==> src/rtl/vending_pkg.sv <==
// Shared definitions for the vending change path: coin values, select and
// fault encodings, and the change_dispenser state enum.
package vending_pkg;

  localparam logic [7:0] COIN_QUARTER = 8'd25;
  localparam logic [7:0] COIN_FIFTY   = 8'd50;
  localparam logic [7:0] COIN_DOLLAR  = 8'd100;

  // Same encoding as refill_sel; SEL_NONE doubles as the "ignored" refill code
  typedef enum logic [1:0] {
    SEL_QUARTER = 2'd0,
    SEL_FIFTY   = 2'd1,
    SEL_DOLLAR  = 2'd2,
    SEL_NONE    = 2'd3
  } coin_sel_t;

  typedef enum logic [1:0] {
    FC_NONE       = 2'd0,
    FC_SHORT      = 2'd1,
    FC_JAM        = 2'd2,
    FC_BAD_AMOUNT = 2'd3
  } fault_code_t;

  typedef enum logic [2:0] {
    ST_IDLE,
    ST_SELECT,
    ST_PULSE,
    ST_WAIT_SENSE,
    ST_GAP,
    ST_DONE,
    ST_FAULT
  } state_t;

  function automatic logic [7:0] coin_value(input coin_sel_t sel);
    case (sel)
      SEL_QUARTER: coin_value = COIN_QUARTER;
      SEL_FIFTY:   coin_value = COIN_FIFTY;
      SEL_DOLLAR:  coin_value = COIN_DOLLAR;
      default:     coin_value = 8'd0;
    endcase
  endfunction

endpackage

==> src/rtl/coin_inventory.sv <==
// Per-coin inventory counters: reset to INIT_COUNT, overwrite on refill,
// decrement by one when the dispenser confirms a coin of that type.
module coin_inventory
  import vending_pkg::*;
#(
  parameter int INV_WIDTH  = 8,
  parameter int INIT_COUNT = 10
) (
  input  logic                 clk,
  input  logic                 reset,
  input  logic                 refill_en,
  input  logic [1:0]           refill_sel,
  input  logic [INV_WIDTH-1:0] refill_count,
  input  logic                 dec_en,
  input  coin_sel_t            dec_sel,
  output logic [INV_WIDTH-1:0] inv_quarter,
  output logic [INV_WIDTH-1:0] inv_fifty,
  output logic [INV_WIDTH-1:0] inv_dollar
);

  localparam logic [INV_WIDTH-1:0] INIT_VAL = INV_WIDTH'(INIT_COUNT);
  localparam logic [INV_WIDTH-1:0] ONE      = INV_WIDTH'(1);

  // Refill is only enabled in IDLE and decrement only in WAIT_SENSE, so they never collide
  always_ff @(posedge clk or negedge reset) begin
    if (!reset) begin
      inv_quarter <= INIT_VAL;
      inv_fifty   <= INIT_VAL;
      inv_dollar  <= INIT_VAL;
    end else if (refill_en) begin
      case (refill_sel)
        2'd0:    inv_quarter <= refill_count;
        2'd1:    inv_fifty   <= refill_count;
        2'd2:    inv_dollar  <= refill_count;
        default: ;
      endcase
    end else if (dec_en) begin
      case (dec_sel)
        SEL_QUARTER: inv_quarter <= inv_quarter - ONE;
        SEL_FIFTY:   inv_fifty   <= inv_fifty - ONE;
        SEL_DOLLAR:  inv_dollar  <= inv_dollar - ONE;
        default:     ;
      endcase
    end
  end

endmodule

==> src/rtl/change_dispenser.sv <==
// Coin payout FSM: pays change largest-coin-first via three ejector solenoids.
// Define CHANGE_DISPENSER_SENSE_EN to require coin_sensed confirmation (JAM timeout).
//
// state       | meaning
// IDLE        | ready for a request, refill allowed
// SELECT      | pick next coin or finish/fault
// PULSE       | selected solenoid driven for PULSE_CYCLES
// WAIT_SENSE  | wait for exit-sensor confirmation
// GAP         | mandatory idle between coins
// DONE        | one-cycle completion pulse
// FAULT       | one-cycle fault pulse, code latched
module change_dispenser
  import vending_pkg::*;
#(
  parameter int PULSE_CYCLES  = 4,
  parameter int GAP_CYCLES    = 4,
  parameter int SENSE_TIMEOUT = 16,
  parameter int INV_WIDTH     = 8,
  parameter int INIT_COUNT    = 10
) (
  input  logic                 clk,
  input  logic                 reset,
  input  logic                 change_valid,
  input  logic [7:0]           change_amount,
  output logic                 change_ready,
  output logic                 eject_dollar,
  output logic                 eject_fifty,
  output logic                 eject_quarter,
  input  logic                 coin_sensed,
  input  logic                 refill,
  input  logic [1:0]           refill_sel,
  input  logic [INV_WIDTH-1:0] refill_count,
  output logic                 done,
  output logic                 fault,
  output logic [1:0]           fault_code,
  output logic [7:0]           remaining,
  output logic [INV_WIDTH-1:0] inv_quarter,
  output logic [INV_WIDTH-1:0] inv_fifty,
  output logic [INV_WIDTH-1:0] inv_dollar
);

  localparam int TW = 16;

  state_t      state, state_next;
  logic [TW-1:0] timer, timer_next;
  coin_sel_t   coin_sel, sel_next, pick;
  fault_code_t fc_q, fc_next;
  logic [7:0]  rem_q, rem_next;
  logic [2:0]  eject_q, eject_next;
  logic        dec_en;

`ifdef CHANGE_DISPENSER_SENSE_EN
  logic sensed, sensed_next;
`else
  logic          unused_sense;
  logic [TW-1:0] unused_timeout;
  assign unused_sense   = coin_sensed;
  assign unused_timeout = TW'(SENSE_TIMEOUT);
`endif

  coin_inventory #(
    .INV_WIDTH (INV_WIDTH),
    .INIT_COUNT(INIT_COUNT)
  ) u_inv (
    .clk         (clk),
    .reset       (reset),
    .refill_en   (refill && (state == ST_IDLE)),
    .refill_sel  (refill_sel),
    .refill_count(refill_count),
    .dec_en      (dec_en),
    .dec_sel     (coin_sel),
    .inv_quarter (inv_quarter),
    .inv_fifty   (inv_fifty),
    .inv_dollar  (inv_dollar)
  );

  always_comb begin
    pick = SEL_NONE;
    if (rem_q >= COIN_DOLLAR && inv_dollar != '0)        pick = SEL_DOLLAR;
    else if (rem_q >= COIN_FIFTY && inv_fifty != '0)     pick = SEL_FIFTY;
    else if (rem_q >= COIN_QUARTER && inv_quarter != '0) pick = SEL_QUARTER;
  end

  always_comb begin
    state_next = state;
    timer_next = timer;
    sel_next   = coin_sel;
    fc_next    = fc_q;
    rem_next   = rem_q;
    dec_en     = 1'b0;
`ifdef CHANGE_DISPENSER_SENSE_EN
    sensed_next = sensed;
`endif
    case (state)
      ST_IDLE: begin
        if (change_valid) begin
          rem_next   = change_amount;
          fc_next    = FC_NONE;
          state_next = ST_SELECT;
        end
      end
      ST_SELECT: begin
        if (pick != SEL_NONE) begin
          sel_next   = pick;
          timer_next = TW'(PULSE_CYCLES - 1);
          state_next = ST_PULSE;
`ifdef CHANGE_DISPENSER_SENSE_EN
          sensed_next = 1'b0;
`endif
        end else if (rem_q == 8'd0) begin
          state_next = ST_DONE;
        end else if (rem_q < COIN_QUARTER) begin
          fc_next    = FC_BAD_AMOUNT;
          state_next = ST_FAULT;
        end else begin
          fc_next    = FC_SHORT;
          state_next = ST_FAULT;
        end
      end
      ST_PULSE: begin
`ifdef CHANGE_DISPENSER_SENSE_EN
        if (coin_sensed) sensed_next = 1'b1;
`endif
        if (timer == '0) begin
          timer_next = TW'(SENSE_TIMEOUT - 1);
          state_next = ST_WAIT_SENSE;
        end else begin
          timer_next = timer - 1'b1;
        end
      end
      ST_WAIT_SENSE: begin
`ifdef CHANGE_DISPENSER_SENSE_EN
        if (sensed || coin_sensed) begin
          rem_next   = rem_q - coin_value(coin_sel);
          dec_en     = 1'b1;
          timer_next = TW'(GAP_CYCLES - 1);
          state_next = ST_GAP;
        end else if (timer == '0) begin
          fc_next    = FC_JAM;
          state_next = ST_FAULT;
        end else begin
          timer_next = timer - 1'b1;
        end
`else
        rem_next   = rem_q - coin_value(coin_sel);
        dec_en     = 1'b1;
        timer_next = TW'(GAP_CYCLES - 1);
        state_next = ST_GAP;
`endif
      end
      ST_GAP: begin
        if (timer == '0) state_next = ST_SELECT;
        else             timer_next = timer - 1'b1;
      end
      ST_DONE:  state_next = ST_IDLE;
      ST_FAULT: state_next = ST_IDLE;
      default:  state_next = ST_IDLE;
    endcase
  end

  // Solenoid drive is registered off the next state so it is glitch-free
  always_comb begin
    eject_next = 3'b000;
    if (state_next == ST_PULSE) begin
      case (sel_next)
        SEL_QUARTER: eject_next = 3'b001;
        SEL_FIFTY:   eject_next = 3'b010;
        SEL_DOLLAR:  eject_next = 3'b100;
        default:     eject_next = 3'b000;
      endcase
    end
  end

  always_ff @(posedge clk or negedge reset) begin
    if (!reset) begin
      state    <= ST_IDLE;
      timer    <= '0;
      coin_sel <= SEL_NONE;
      fc_q     <= FC_NONE;
      rem_q    <= 8'd0;
      eject_q  <= 3'b000;
`ifdef CHANGE_DISPENSER_SENSE_EN
      sensed   <= 1'b0;
`endif
    end else begin
      state    <= state_next;
      timer    <= timer_next;
      coin_sel <= sel_next;
      fc_q     <= fc_next;
      rem_q    <= rem_next;
      eject_q  <= eject_next;
`ifdef CHANGE_DISPENSER_SENSE_EN
      sensed   <= sensed_next;
`endif
    end
  end

  assign change_ready  = (state == ST_IDLE);
  assign done          = (state == ST_DONE);
  assign fault         = (state == ST_FAULT);
  assign fault_code    = fc_q;
  assign remaining     = rem_q;
  assign eject_quarter = eject_q[0];
  assign eject_fifty   = eject_q[1];
  assign eject_dollar  = eject_q[2];

endmodule

==> config.mk <==
export PLATFORM = sky130hd
export DESIGN_NAME = change_dispenser
export DESIGN_NICKNAME = d
export VERILOG_FILES = /design/src/rtl/vending_pkg.sv /design/src/rtl/coin_inventory.sv /design/src/rtl/change_dispenser.sv
export SDC_FILE = /design/constraint.sdc
export NUM_CORES = 1
export LEC_CHECK = 0
export ABC_CLOCK_PERIOD_IN_PS = 3800
export CAP_MARGIN = 10
export CELL_PAD_IN_SITES_DETAIL_PLACEMENT = 1
export CELL_PAD_IN_SITES_GLOBAL_PLACEMENT = 1
export CORE_ASPECT_RATIO = 0.7
export CORE_UTILIZATION = 44
export DETAILED_ROUTE_END_ITERATION = 12
export GPL_TIMING_DRIVEN = 1
export PLACE_DENSITY_LB_ADDON = 0.2
export SETUP_SLACK_MARGIN = 0.1
export SYNTH_ARGS = -nofsm -noshare
export SYNTH_HDL_FRONTEND = slang
export SYNTH_HIERARCHICAL = 1
export SYNTH_SLANG_ARGS = --single-unit
==> constraint.sdc <==
create_clock -name clk -period 3.8 [get_ports clk]
set_input_delay 0.76 -clock clk [delete_from_list [all_inputs] [get_ports clk]]
set_output_delay 0.76 -clock clk [all_outputs]
set_load 0.05 [all_outputs]
## Word-level counts from Yosys, hierarchy flattened

Index checks and enable logic that the tools add are counted.

| word-level totals | value |
|---|---|
| input bits | 23 |
| ROM bits | 0 |
| memories kept | 0 |
| RAM bits | 0 |
| register bits after elaboration | 58 |
| latch bits | 0 |
| output and inout port bits | 40 |
| word-level logic and storage cells | 105 |

| cells by class | value |
|---|---|
| shift-type cells | 0 |
| reduce and logical (&&, ||, !) cells | 26 |
| eq/ne operators | 22 |
| multiplexer cells | 39 |
| $mul | 0 |
| $add $sub $neg | 5 |
| order comparisons | 4 |
| bitwise logic cells | 0 |
| div/mod/pow operators | 0 |

Operator list:

| cell | number |
|---|---|
| 2-to-1 mux 8 bit | 14 |
| case mux 16 bit (4 select lines) | 1 |
| 2-to-1 mux 16 bit | 3 |
| nonzero test 8 bit | 3 |
| subtractor 8 x 1 -> 8 bit, second input constant | 3 |
| case mux 7 bit (3 select lines) | 1 |
| 2-to-1 mux 2 bit | 10 |
| != test 2 bit, second input constant | 9 |
| logical NOT 16 bit | 1 |
| case mux 8 bit (2 select lines) | 1 |
| subtractor 16 x 1 -> 16 bit, second input constant | 1 |
| 2-to-1 mux 3 bit | 5 |
| case mux 3 bit (5 select lines) | 1 |
| AND reduction 3 bit | 4 |
| nonzero test 2 bit | 6 |
| == test 3 x 2 -> 1 bit, second input constant | 3 |
| == test 3 bit, second input constant | 3 |
| case mux 3 bit (3 select lines) | 1 |
| greater-or-equal comparator 8 x 5 -> 1 bit, second input constant | 1 |
| greater-or-equal comparator 8 x 6 -> 1 bit, second input constant | 1 |
| greater-or-equal comparator 8 x 7 -> 1 bit, second input constant | 1 |
| logical NOT 8 bit | 1 |
| less-than comparator 8 x 5 -> 1 bit, second input constant | 1 |
| subtractor 8 bit | 1 |
| 11 further kinds | 20 |

## Logic depth before layout (Yosys ltp)

Gate-level depths: netlist (run 1).

| depth | value |
|---|---|
| depth in word-level cells | 11 |
| gate-level depth with buffers | 10 |
| gate-level depth less buffers | 10 |

## Modules after synthesis

Netlist (run 1), hierarchy kept.

Modules (own cells, without submodules):

| module | cells each | area an instance (um2) | times used |
|---|---|---|---|
| change_dispenser | 260 | 2,374.8 | 1 |
| coin_inventory | 171 | 1,503.9 | 1 |

## Worst setup path before layout (run 1)

No wires, ideal clock.

| path | value |
|---|---|
| path kind | register -> register |
| start point | reg state[0] |
| end point | reg u_inv.inv_quarter[0] |
| cell stages (with the launch flop) | 9 |
| arrival | 2.971 ns |
| clock period less this slack | 3.092 ns |
| setup slack | 0.708 ns |
| cells stage by stage | dfrtp_1 -> buf_6 -> nor3_1 -> and2_1 -> buf_2 -> clkbuf_1 -> clkbuf_1 -> a21oi_1 -> o22a_1 |

| between the ends | value |
|---|---|
| cells in the longest elaborated chain, start to end | 4 |
| elaborated cells between the ends (all ways) | 9 |
| those cells by class | 2 x eq/ne; 2 x mux; 5 x reduce/logical |

RTL lines:

| element | RTL line | RTL |
|---|---|---|
| start, declared | change_dispenser.sv:44 | `state_t state, state_next;` |
| start signal, assigned | change_dispenser.sv:186 | `state <= state_next;` |
| logical NOT 3 bit (*) | -- |  |
| net change_ready | change_dispenser.sv:25 | `output logic change_ready,` |
| logical AND 1 bit (*) | change_dispenser.sv:67 | `.refill_en (refill && (state == ST_IDLE)),` |
| != test 2 bit (no source line) or nonzero test 2 bit (tied branches) | -- |  |
| AND reduction 3 bit (no source line) | -- |  |
| end signal, assigned | coin_inventory.sv:32 | `2'd0: inv_quarter <= refill_count;` |
| end signal, assigned | coin_inventory.sv:39 | `SEL_QUARTER: inv_quarter <= inv_quarter - ONE;` |
| end, declared | coin_inventory.sv:16 | `output logic [INV_WIDTH-1:0] inv_quarter,` |

The timed path passes the listed nets; every way through them passes the cells marked *.
A chain may end at the register's enable or synchronous reset.

## Worst setup path in the final report (run 1)

| path | value |
|---|---|
| start point | reg state[0] |
| end point | reg u_inv.inv_quarter[2] |

| between the ends | value |
|---|---|
| cells in the longest elaborated chain, start to end | 4 |
| elaborated cells between the ends (all ways) | 9 |
| those cells by class | 2 x eq/ne; 2 x mux; 5 x reduce/logical |

RTL lines:

| element | RTL line |
|---|---|
| == test 3 x 2 -> 1 bit or logical NOT 3 bit (tied branches) | change_dispenser.sv:94, change_dispenser.sv:67 |
| 2-to-1 mux 1 bit or logical AND 1 bit (tied branches) | change_dispenser.sv:94, change_dispenser.sv:67 |
| nonzero test 2 bit (no source line) or != test 2 bit (tied branches) | -- |
| AND reduction 3 bit (no source line) | -- |

Several ways; a longest one is shown, not always the timed one.

==> impl_metrics.csv, run 1 <==
group,metric,value,unit
global_routing,antenna_found_initial,0,
setup_path,slowest_delay,910,ps
layout,fin_nets,537,
setup_path,crit_end,"u_inv/inv_quarter[2]",
pwr,power_density,938,mW/mm^2
sta,relSlewSlack,23.0,%
die,die_area,0.00920,mm^2
clock_tree,cts-resized-gates,0,
sta,max_freq,323,MHz
run,cap_violations,0,
setup_path,r2r_start,"state[0]",
setup_path,rrSetupSlack,700,ps
logic_synthesis,synth_cells,431,
sta,holdWs,485,ps
clock_tree,clkTransAtPathRegs,50,ps
placed_design,dp_hpwl,8540,um
global_routing,grt_pass1_vias,3743,
sta,fin_crit,3100,ps
logic_synthesis,yosysMostFrequentCell,"dfrtp_1",
layout,drive_above_1_share,10.2,%
logic_synthesis,yosys_register_bits,58,
global_routing,track_usage,28.2,%
sta,rsz0062_at_grt,"no",
logic_synthesis,synth_area_per_cell,9.00,um^2
logic_synthesis,synth_top_area_share,32.3,%
routing,routed_via_density,5.95,
worst_hold_path,hold_class,"reg -> reg",
logic_synthesis,synth_ff_type,"dfrtp_1",
clock_tree,cts-htree-levels,3,
sta,tightestPinTransition,1160,ps
logic_synthesis,yosysSeqAreaShare,37.7,%
routing,wl,12100,um
sta,setup_violations,0,
global_routing,grt_overflow,0,
placed_design,post-place-ws,570,ps
layout,fin_cells,622,
clock_tree,numClockSinks,58,
logic_synthesis,synth_top_area_cell,"dfrtp_1",
die,row_count,28,
routing,drc_errors,0,
pwr,leakagePower,2.07,nW
placed_design,routabilityCongestion,0.820,
global_routing,grt_pass1_wl,19700,um
logic_synthesis,syn-cell-area,0.00388,mm^2
setup_path,critPathKind,"reg -> reg",
routing,wl_per_cell,19.5,um
logic_synthesis,synth_fp_nets,471,
clock_tree,cts-root-buf,"clkbuf_16",
layout,fillers,991,
sta,tns,0,ps
placed_design,io_buffers,61,
sta,setup_slack,700,ps
setup_path,cp-end-kind,"flip-flop",
pwr,ir_drop,0.628,mV
setup_path,path_cells,"nor3_1 -> and2_1 -> nor4b_1 -> a21oi_1 -> o21ai_0 -> o21ai_1",
die,ios,63,
setup_path,crit_start,"state[0]",
routing,num_vias,3699,
clock_tree,holdBufCountCts,0,
layout,area_growth,26.5,%
layout,antennaDiodeCount,0,
clock_tree,cts_setup_buffers,0,
status,status,"finished clean",
setup_path,cp-start-kind,"flip-flop",
setup_path,cp_slowest_cell,"a21oi_1",
setup_path,path_max_fanout,20,
logic_synthesis,synth-edff-count,0,
sta,final-hold-violation-count,0,
routing,ant_nets,0,
routing,drtPass1Iterations,4,
die,chipWidth,114,um
clock_tree,clk_path_buf_depth,2,
sta,slew_violations,0,
logic_synthesis,async_flop_share,100,%
setup_path,r2r_end,"u_inv/inv_quarter[2]",
logic_synthesis,ys_top_cells_by_count,"dfrtp_1, nand2_1, nor2_1",
die,core,0.00851,mm^2
clock_tree,clk_latency,330,ps
routing,dr.first_iter.drc_count,240,
setup_path,crit_required,4050,ps
logic_synthesis,ys_warn_count,6,
logic_synthesis,synthTopCellsByArea,"dfrtp_1, dfstp_2, ha_1",
global_routing,grt_max_degree,33,
clock_tree,cts_tree,"built",
setup_path,arrival,3350,ps
pwr,p_total,4.60,mW
placed_design,place_inst,606,
clock_tree,numCtsBuffers,9,
die,die_h,80.6,um
sta,skew,2.69,ps
setup_path,reg2reg_depth,6,
die,floorplan.initialDensity,45.6,%
sta,period_share,81.6,%
logic_synthesis,synth_cell_types,75,
==> where the power goes <==
group | internal [mW] | switching (mW) | total (mW)
Clock | 0.542 | 0.276 | 0.818
Combinational | 0.939 | 1.61 | 2.55
Sequential | 0.861 | 0.374 | 1.24
Total | 2.34 | 2.26 | 4.60
==> cells by family after synthesis <==
logic type               count (synthesis)  synth area share, %
multiplexers                            14                 3.81
adder cells (fa/ha/maj)                 17                 5.68
AO/OA/AOI/OAI                          130                 22.4
flip-flops                              58                 37.7
XOR/XNOR                                 6                 1.36
buffers and inverters                   36                 4.13
AND/OR/NAND/NOR                        170                 25.0
==> how the worst min path moves through the flow <==
stage / start / endpoint / slack (ps) / depth (start not counted)
final: timer[13] / timer[13] / 490 / 1
after global routing: timer[13] / timer[13] / 510 / 1
after CTS: timer[13] / timer[13] / 480 / 1
after detailed placement: timer[13] / timer[13] / 470 / 1
after global placement: timer[13] / timer[13] / 470 / 1
after floorplan: timer[13] / timer[13] / 450 / 1
==> critical path, delay by kind of cell, from the launching register on <==
kind	cells	cell delay [ps]
compound gates	3	1300
flops	1	530
simple gates	3	1170
==> sequential cells by signal, indices dropped and copies added, names as in the netlist <==
| signal | cells |
|---|---|
| u_inv/inv_quarter | 8 |
| u_inv/inv_fifty | 8 |
| state | 3 |
| coin_sel | 2 |
| eject_q | 3 |
| remaining | 8 |
| fault_code | 2 |
| timer | 16 |
| u_inv/inv_dollar | 8 |
==> area by class of cell <==
cell class	instances	area [um^2]	share of cell area, %
clock inverter	2	35.0	0.714
inverter	25	93.8	1.91
tap	120	150	3.06
sequential	58	1460	29.8
timing repair buffer	66	643	13.1
multi-input combinational	337	2260	46.0
clock buffer	14	264	5.38
==> layer usage <==
layer	vias up	part of all wire, %	global-route usage [%]
met4	0	1.0	7.27
met2	80	47	45.7
met1	1862	49	38.2
li1	1746	-	-
met5	-	0	0
met3	11	3.2	5.74
==> stage by stage <==
step | util [%] | area, um^2
floorplan | - | 3880
global placement | 54.1 | 4610
detailed placement | 54.1 | 4610
CTS | 57.6 | 4900
global route | 57.6 | 4900
finish | 57.6 | 4900
==> placed cells by master (no fill, tap or decap), types with 3 or more instances in the layout <==
cell,n
a21boi_0,3
nor3b_1,4
o22ai_1,5
nand2_1,37
dfstp_2,8
mux2_2,6
o211ai_1,7
a22oi_1,5
a21oi_1,33
nand3_1,10
nor4b_1,4
o21ai_1,3
a31oi_1,11
o21ai_0,26
mux2i_1,8
nor4_1,15
o21bai_1,3
clkbuf_16,9
xor2_1,3
nor2b_1,8
ha_1,16
buf_4,5
nor2_1,35
a21o_1,6
dfrtp_1,50
nor3_1,14
and2_1,4
clkdlybuf4s50_1,60
inv_1,23
clkbuf_1,3
xnor2_1,3
nand2b_1,9
nand3b_1,3
No activity file was read; power rests on OpenSTA's default activity.
==> run 2: changes to the inputs <==
- ABC_CLOCK_PERIOD_IN_PS: 3800 -> 3100
- CORE_UTILIZATION: 44 -> 41
- clock period: 3.8 -> 3.1 ns (I/O delays scaled with it)
==> run 2 against run 1 <==
Via count decreased by 1.4%. Final cell count increased by 0.64%. Clock skew increased by 3.2 ps. Critical endpoint is now done. Wire length decreased by 1.7%. Critical path depth decreased by 3.
==> impl_metrics.csv, run 2 (same netlist as run 1, synthesis figures left out) <==
group,metric,value,unit
status,status,"finished clean",
clock_tree,clkTransAtPathRegs,50,ps
setup_path,cp_slowest_cell,"clkdlybuf4s50_1",
placed_design,dp_hpwl,8650,um
pwr,leakagePower,2.07,nW
sta,setup_violations,0,
sta,period_share,89.4,%
placed_design,io_buffers,61,
global_routing,grt_max_degree,34,
setup_path,crit_required,2480,ps
sta,fin_crit,2770,ps
sta,slew_violations,0,
die,chipWidth,118,um
layout,antennaDiodeCount,0,
global_routing,grt_pass1_vias,3667,
layout,fillers,1037,
routing,drc_errors,0,
placed_design,routabilityCongestion,0.836,
layout,drive_above_1_share,10.2,%
layout,largest_reg_flops,16,
placed_design,place_inst,610,
pwr,power_density,1130,mW/mm^2
clock_tree,cts_tree,"built",
sta,final-hold-violation-count,0,
run,cap_violations,0,
clock_tree,cts_setup_buffers,0,
clock_tree,holdBufCountCts,0,
layout,fin_nets,537,
worst_hold_path,hold_class,"in -> async",
setup_path,cp-start-kind,"flip-flop",
layout,fin_area,0.00491,mm^2
sta,relSlewSlack,30.4,%
clock_tree,clk_latency,330,ps
setup_path,cp-end-kind,"output pin",
die,floorplan.initialDensity,42.6,%
sta,rsz0062_at_grt,"no",
routing,drtPass1Iterations,4,
clock_tree,cts-root-buf,"clkbuf_16",
setup_path,slowest_delay,810,ps
setup_path,critPathKind,"reg -> out",
routing,dr.first_iter.drc_count,219,
global_routing,grt_pass1_wl,19300,um
sta,max_freq,361,MHz
sta,tightestPinTransition,1040,ps
routing,num_vias,3648,
clock_tree,numClockSinks,58,
sta,skew,5.92,ps
layout,fin_cells,626,
die,die_area,0.00986,mm^2
clock_tree,cts-resized-gates,0,
sta,tns,0,ps
global_routing,grt_overflow,0,
clock_tree,cts-htree-levels,3,
setup_path,path_max_fanout,10,
die,ios,63,
pwr,ir_drop,0.569,mV
routing,routed_via_density,5.83,
layout,area_growth,26.5,%
clock_tree,clk_path_buf_depth,2,
placed_design,dpl_cell_area,0.00463,mm^2
routing,wl_per_cell,19.0,um
global_routing,track_usage,25.1,%
routing,wl,11900,um
die,core,0.00911,mm^2
setup_path,path_cells,"nor2b_1 -> and2_1 -> clkdlybuf4s50_1",
die,row_count,29,
die,die_h,83.4,um
routing,ant_nets,0,
clock_tree,numCtsBuffers,9,
setup_path,arrival,2150,ps
global_routing,antenna_found_initial,0,
layout,regMostFlops,"timer",
layout,final_common_cell,"clkdlybuf4s50_1",
layout,final_cell_mix,"clkdlybuf4s50_1, dfrtp_1, nand2_1",
layout,utilization,53.9,%
[run 2: metal layers]
| layer | GRT usage (%) | vias up | wire length [um] | share of wire [%] |
|---|---|---|---|---|
| li1 | - | 1740 | - | - |
| met1 | 35.7 | 1819 | 5940 | 50 |
| met2 | 38.3 | 83 | 5340 | 45 |
| met3 | 5.49 | 6 | 555 | 4.7 |
| met4 | 6.53 | 0 | 61 | 0.51 |
| met5 | 0 | - | 0 | 0 |
[run 2: layout make-up]
type	count	area, um^2	share of cell area (%)
Multi-Input combinational cell	337	2260	46.1
Inverter	25	93.8	1.91
Sequential cell	58	1460	29.8
Clock buffer	13	240	4.89
Clock inverter	3	40.0	0.816
Tap cell	124	155	3.16
Timing Repair Buffer	66	656	13.4
[run 2: critical path, delay by kind of cell (launching register included)]
family / cells / cell delay (ps)
and+or+nand+nor: 2 / 430
buffers and inverters: 1 / 810
DFF: 1 / 590
[run 2: worst paths after layout]
path	endpoint	slack (ps)	cells past startpoint	startpoint
setup reg to reg	remaining[6]	470	9	coin_sel[1]
setup / recovery	done	330	3	state[0]
max in group asynchronous	u_inv/inv_quarter[3]	2090	2	reset
hold / removal	u_inv/inv_dollar[2]	320	1	reset
min in group clk	timer[13]	500	1	timer[13]
hold reg to reg	timer[13]	500	1	timer[13]
[run 2: power breakdown]
part / switching (mW) / leakage, nW / total, mW / internal (mW)
combinational: 1.93 / 1.24 / 3.09 / 1.16
sequential: 0.460 / 0.693 / 1.52 / 1.06
clock: 0.337 / 0.138 / 0.957 / 0.620
[run 2: stage by stage]
step | total power, mW | setup WS [ps] | hold WS, ps
after floorplan | 3.63 | 497 | 324
after global placement | 4.44 | 409 | 469
after detailed placement | 4.58 | 334 | 479
after CTS | 5.58 | 307 | 337
after global routing | 5.92 | 264 | 366
final | 5.56 | 329 | 324
==> run 3: changes to the inputs <==
- ABC_CLOCK_PERIOD_IN_PS: 3100 -> 2600
- MAX_ROUTING_LAYER: default -> met4
- clock period: 3.1 -> 2.6 ns (I/O delays scaled with it)
==> run 3 against run 2 <==
Register-to-register slack lost 270 ps. Utilization is 1.1 points higher. Combinational power is 25% higher. Hold slack lost 140 ps. Via count increased by 1.5%. Final cell count increased by 1.4%. Flip-flop and latch count did not move. Worst setup slack got worse by 130 ps. Clock skew is essentially flat. Largest power group unchanged.
==> impl_metrics.csv, run 3 (same netlist as run 1, synthesis figures left out) <==
group,metric,value,unit
status,status,"finished clean",
die,chipWidth,118,um
layout,regMostFlops,"timer",
pwr,p_total,6.80,mW
routing,drtPass1Iterations,4,
routing,wl_per_cell,19.0,um
layout,final_common_cell,"clkdlybuf4s50_1",
sta,relSlewSlack,55.7,%
global_routing,antenna_found_initial,0,
sta,fin_crit,2400,ps
pwr,p_comb_share,56.9,%
setup_path,critPathKind,"reg -> reg",
routing,ant_nets,0,
pwr,ir_drop,0.607,mV
placed_design,dp_hpwl,8630,um
pwr,netSwitchingFraction,48.9,%
pwr,leakagePower,2.14,nW
run,cap_violations,0,
placed_design,dpl_cell_area,0.00469,mm^2
placed_design,io_buffers,61,
setup_path,crit_required,2820,ps
die,ios,63,
die,die_area,0.00986,mm^2
setup_path,cp-start-kind,"flip-flop",
global_routing,grt_overflow,0,
clock_tree,holdBufCountCts,0,
sta,slew_violations,0,
routing,routed_via_density,5.83,
pwr,power_frac_clock,17.1,%
clock_tree,numCtsBuffers,9,
clock_tree,numClockSinks,58,
global_routing,track_usage,26.5,%
pwr,internal_power,3.47,mW
global_routing,grt_pass1_vias,3846,
worst_hold_path,hold_class,"in -> async",
sta,rsz0062_at_grt,"yes",
global_routing,grt_max_degree,59,
clock_tree,cts-root-buf,"clkbuf_16",
setup_path,cp-end-kind,"flip-flop",
die,row_count,29,
routing,num_vias,3701,
layout,drive_above_1_share,13.3,%
die,core,0.00911,mm^2
setup_path,path_max_fanout,3,
clock_tree,clk_path_buf_depth,2,
layout,fin_nets,546,
layout,fillers,1073,
routing,drc_errors,0,
layout,final_cell_mix,"clkdlybuf4s50_1, dfrtp_1, nand2_1",
die,die_h,83.4,um
setup_path,arrival,2630,ps
clock_tree,cts_tree,"built",
global_routing,grt_pass1_wl,19900,um
setup_path,crit_start,"coin_sel[0]",
pwr,p_sw,3.33,mW
sta,period_share,92.4,%
pwr,power_density,1360,mW/mm^2
sta,final-hold-violation-count,0,
sta,tightestPinTransition,665,ps
layout,area_growth,29.2,%
clock_tree,clk_latency,330,ps
setup_path,r2r_start,"coin_sel[0]",
routing,dr.first_iter.drc_count,205,
sta,setup_violations,0,
routing,wl,12100,um
layout,fin_area,0.00501,mm^2
die,floorplan.initialDensity,42.6,%
clock_tree,cts-htree-levels,3,
layout,antennaDiodeCount,0,
placed_design,routabilityCongestion,0.898,
sta,max_freq,416,MHz
pwr,seq_power_share,26.0,%
sta,skew,5.57,ps
layout,largest_reg_flops,16,
clock_tree,clkTransAtPathRegs,50,ps
run 3: cell types whose count changed in the layout (fill, tap and decap cells not counted), moves of 2 or more:
| cell | change |
|---|---|
| buf_4 | +10 |
| clkbuf_8 | +4 |
| clkbuf_1 | -3 |
| clkdlybuf4s50_1 | -2 |
run 3: per-stage QoR:
step | TNS (ps) | utilization [%] | cells | worst slack (ps) | hold WS, ps
after floorplan | 0 | - | 431 | 236 | 224
after global placement | 0 | 51.5 | 618 | 82.4 | 469
after detailed placement | -40.2 | 51.5 | 618 | -40.2 | 489
after CTS | 0 | 54.7 | 634 | 110 | 199
after global routing | 0 | 55.0 | 635 | 91.4 | 222
final | 0 | 55.0 | 635 | 197 | 183
run 3: final timing paths:
kind	cells after the start	endpoint	slack, ps
setup / recovery	9	remaining[6]	200
hold / removal	2	u_inv/inv_dollar[5]	180
setup reg to reg	9	remaining[6]	200
hold reg to reg	1	timer[13]	490
max in group asynchronous	2	u_inv/inv_quarter[3]	2080
min in group clk	1	timer[13]	490
run 3: layout make-up:
class | count | area, um^2 | share of cell area [%]
Inverter | 25 | 93.8 | 1.87
Timing Repair Buffer | 75 | 719 | 14.4
Clock inverter | 2 | 10.0 | 0.200
Sequential cell | 58 | 1460 | 29.2
Clock buffer | 14 | 284 | 5.67
Tap cell | 124 | 155 | 3.10
Multi-Input combinational cell | 337 | 2280 | 45.6
run 3: worst max-delay path: stages, from the launching register on:
cell	delay, ps
dfstp_2	530
inv_1	60
ha_1	230
ha_1	220
fa_1	410
nor2b_1	160
o21ai_0	120
a21boi_1	190
o21ai_0	150
o211a_1	240
run 3: power groups by stage:
stage                     registers (mW)  clock network, mW  logic (mW)
final                               1.77               1.16        3.87
after CTS                           1.76               1.18        3.80
after global placement              1.74                  0        3.61
after global routing                1.83               1.22        4.18
after floorplan                     2.35                  0        1.99
after detailed placement            1.76                  0        3.76
run 3: layer usage:
layer | track usage, % | up-vias | part of all wire [%]
met5 | - | - | 0
met4 | 7.93 | 0 | 1.4
met3 | 6.80 | 18 | 5.2
met2 | 39.4 | 82 | 44
met1 | 35.3 | 1845 | 49
li1 | - | 1756 | -
run 3: what timing repair did:
action                     CTS  global route
gates resized for setup      1             6
buffers inserted             0             1
setup endpoints to repair    1            14
pin swaps                    0             1
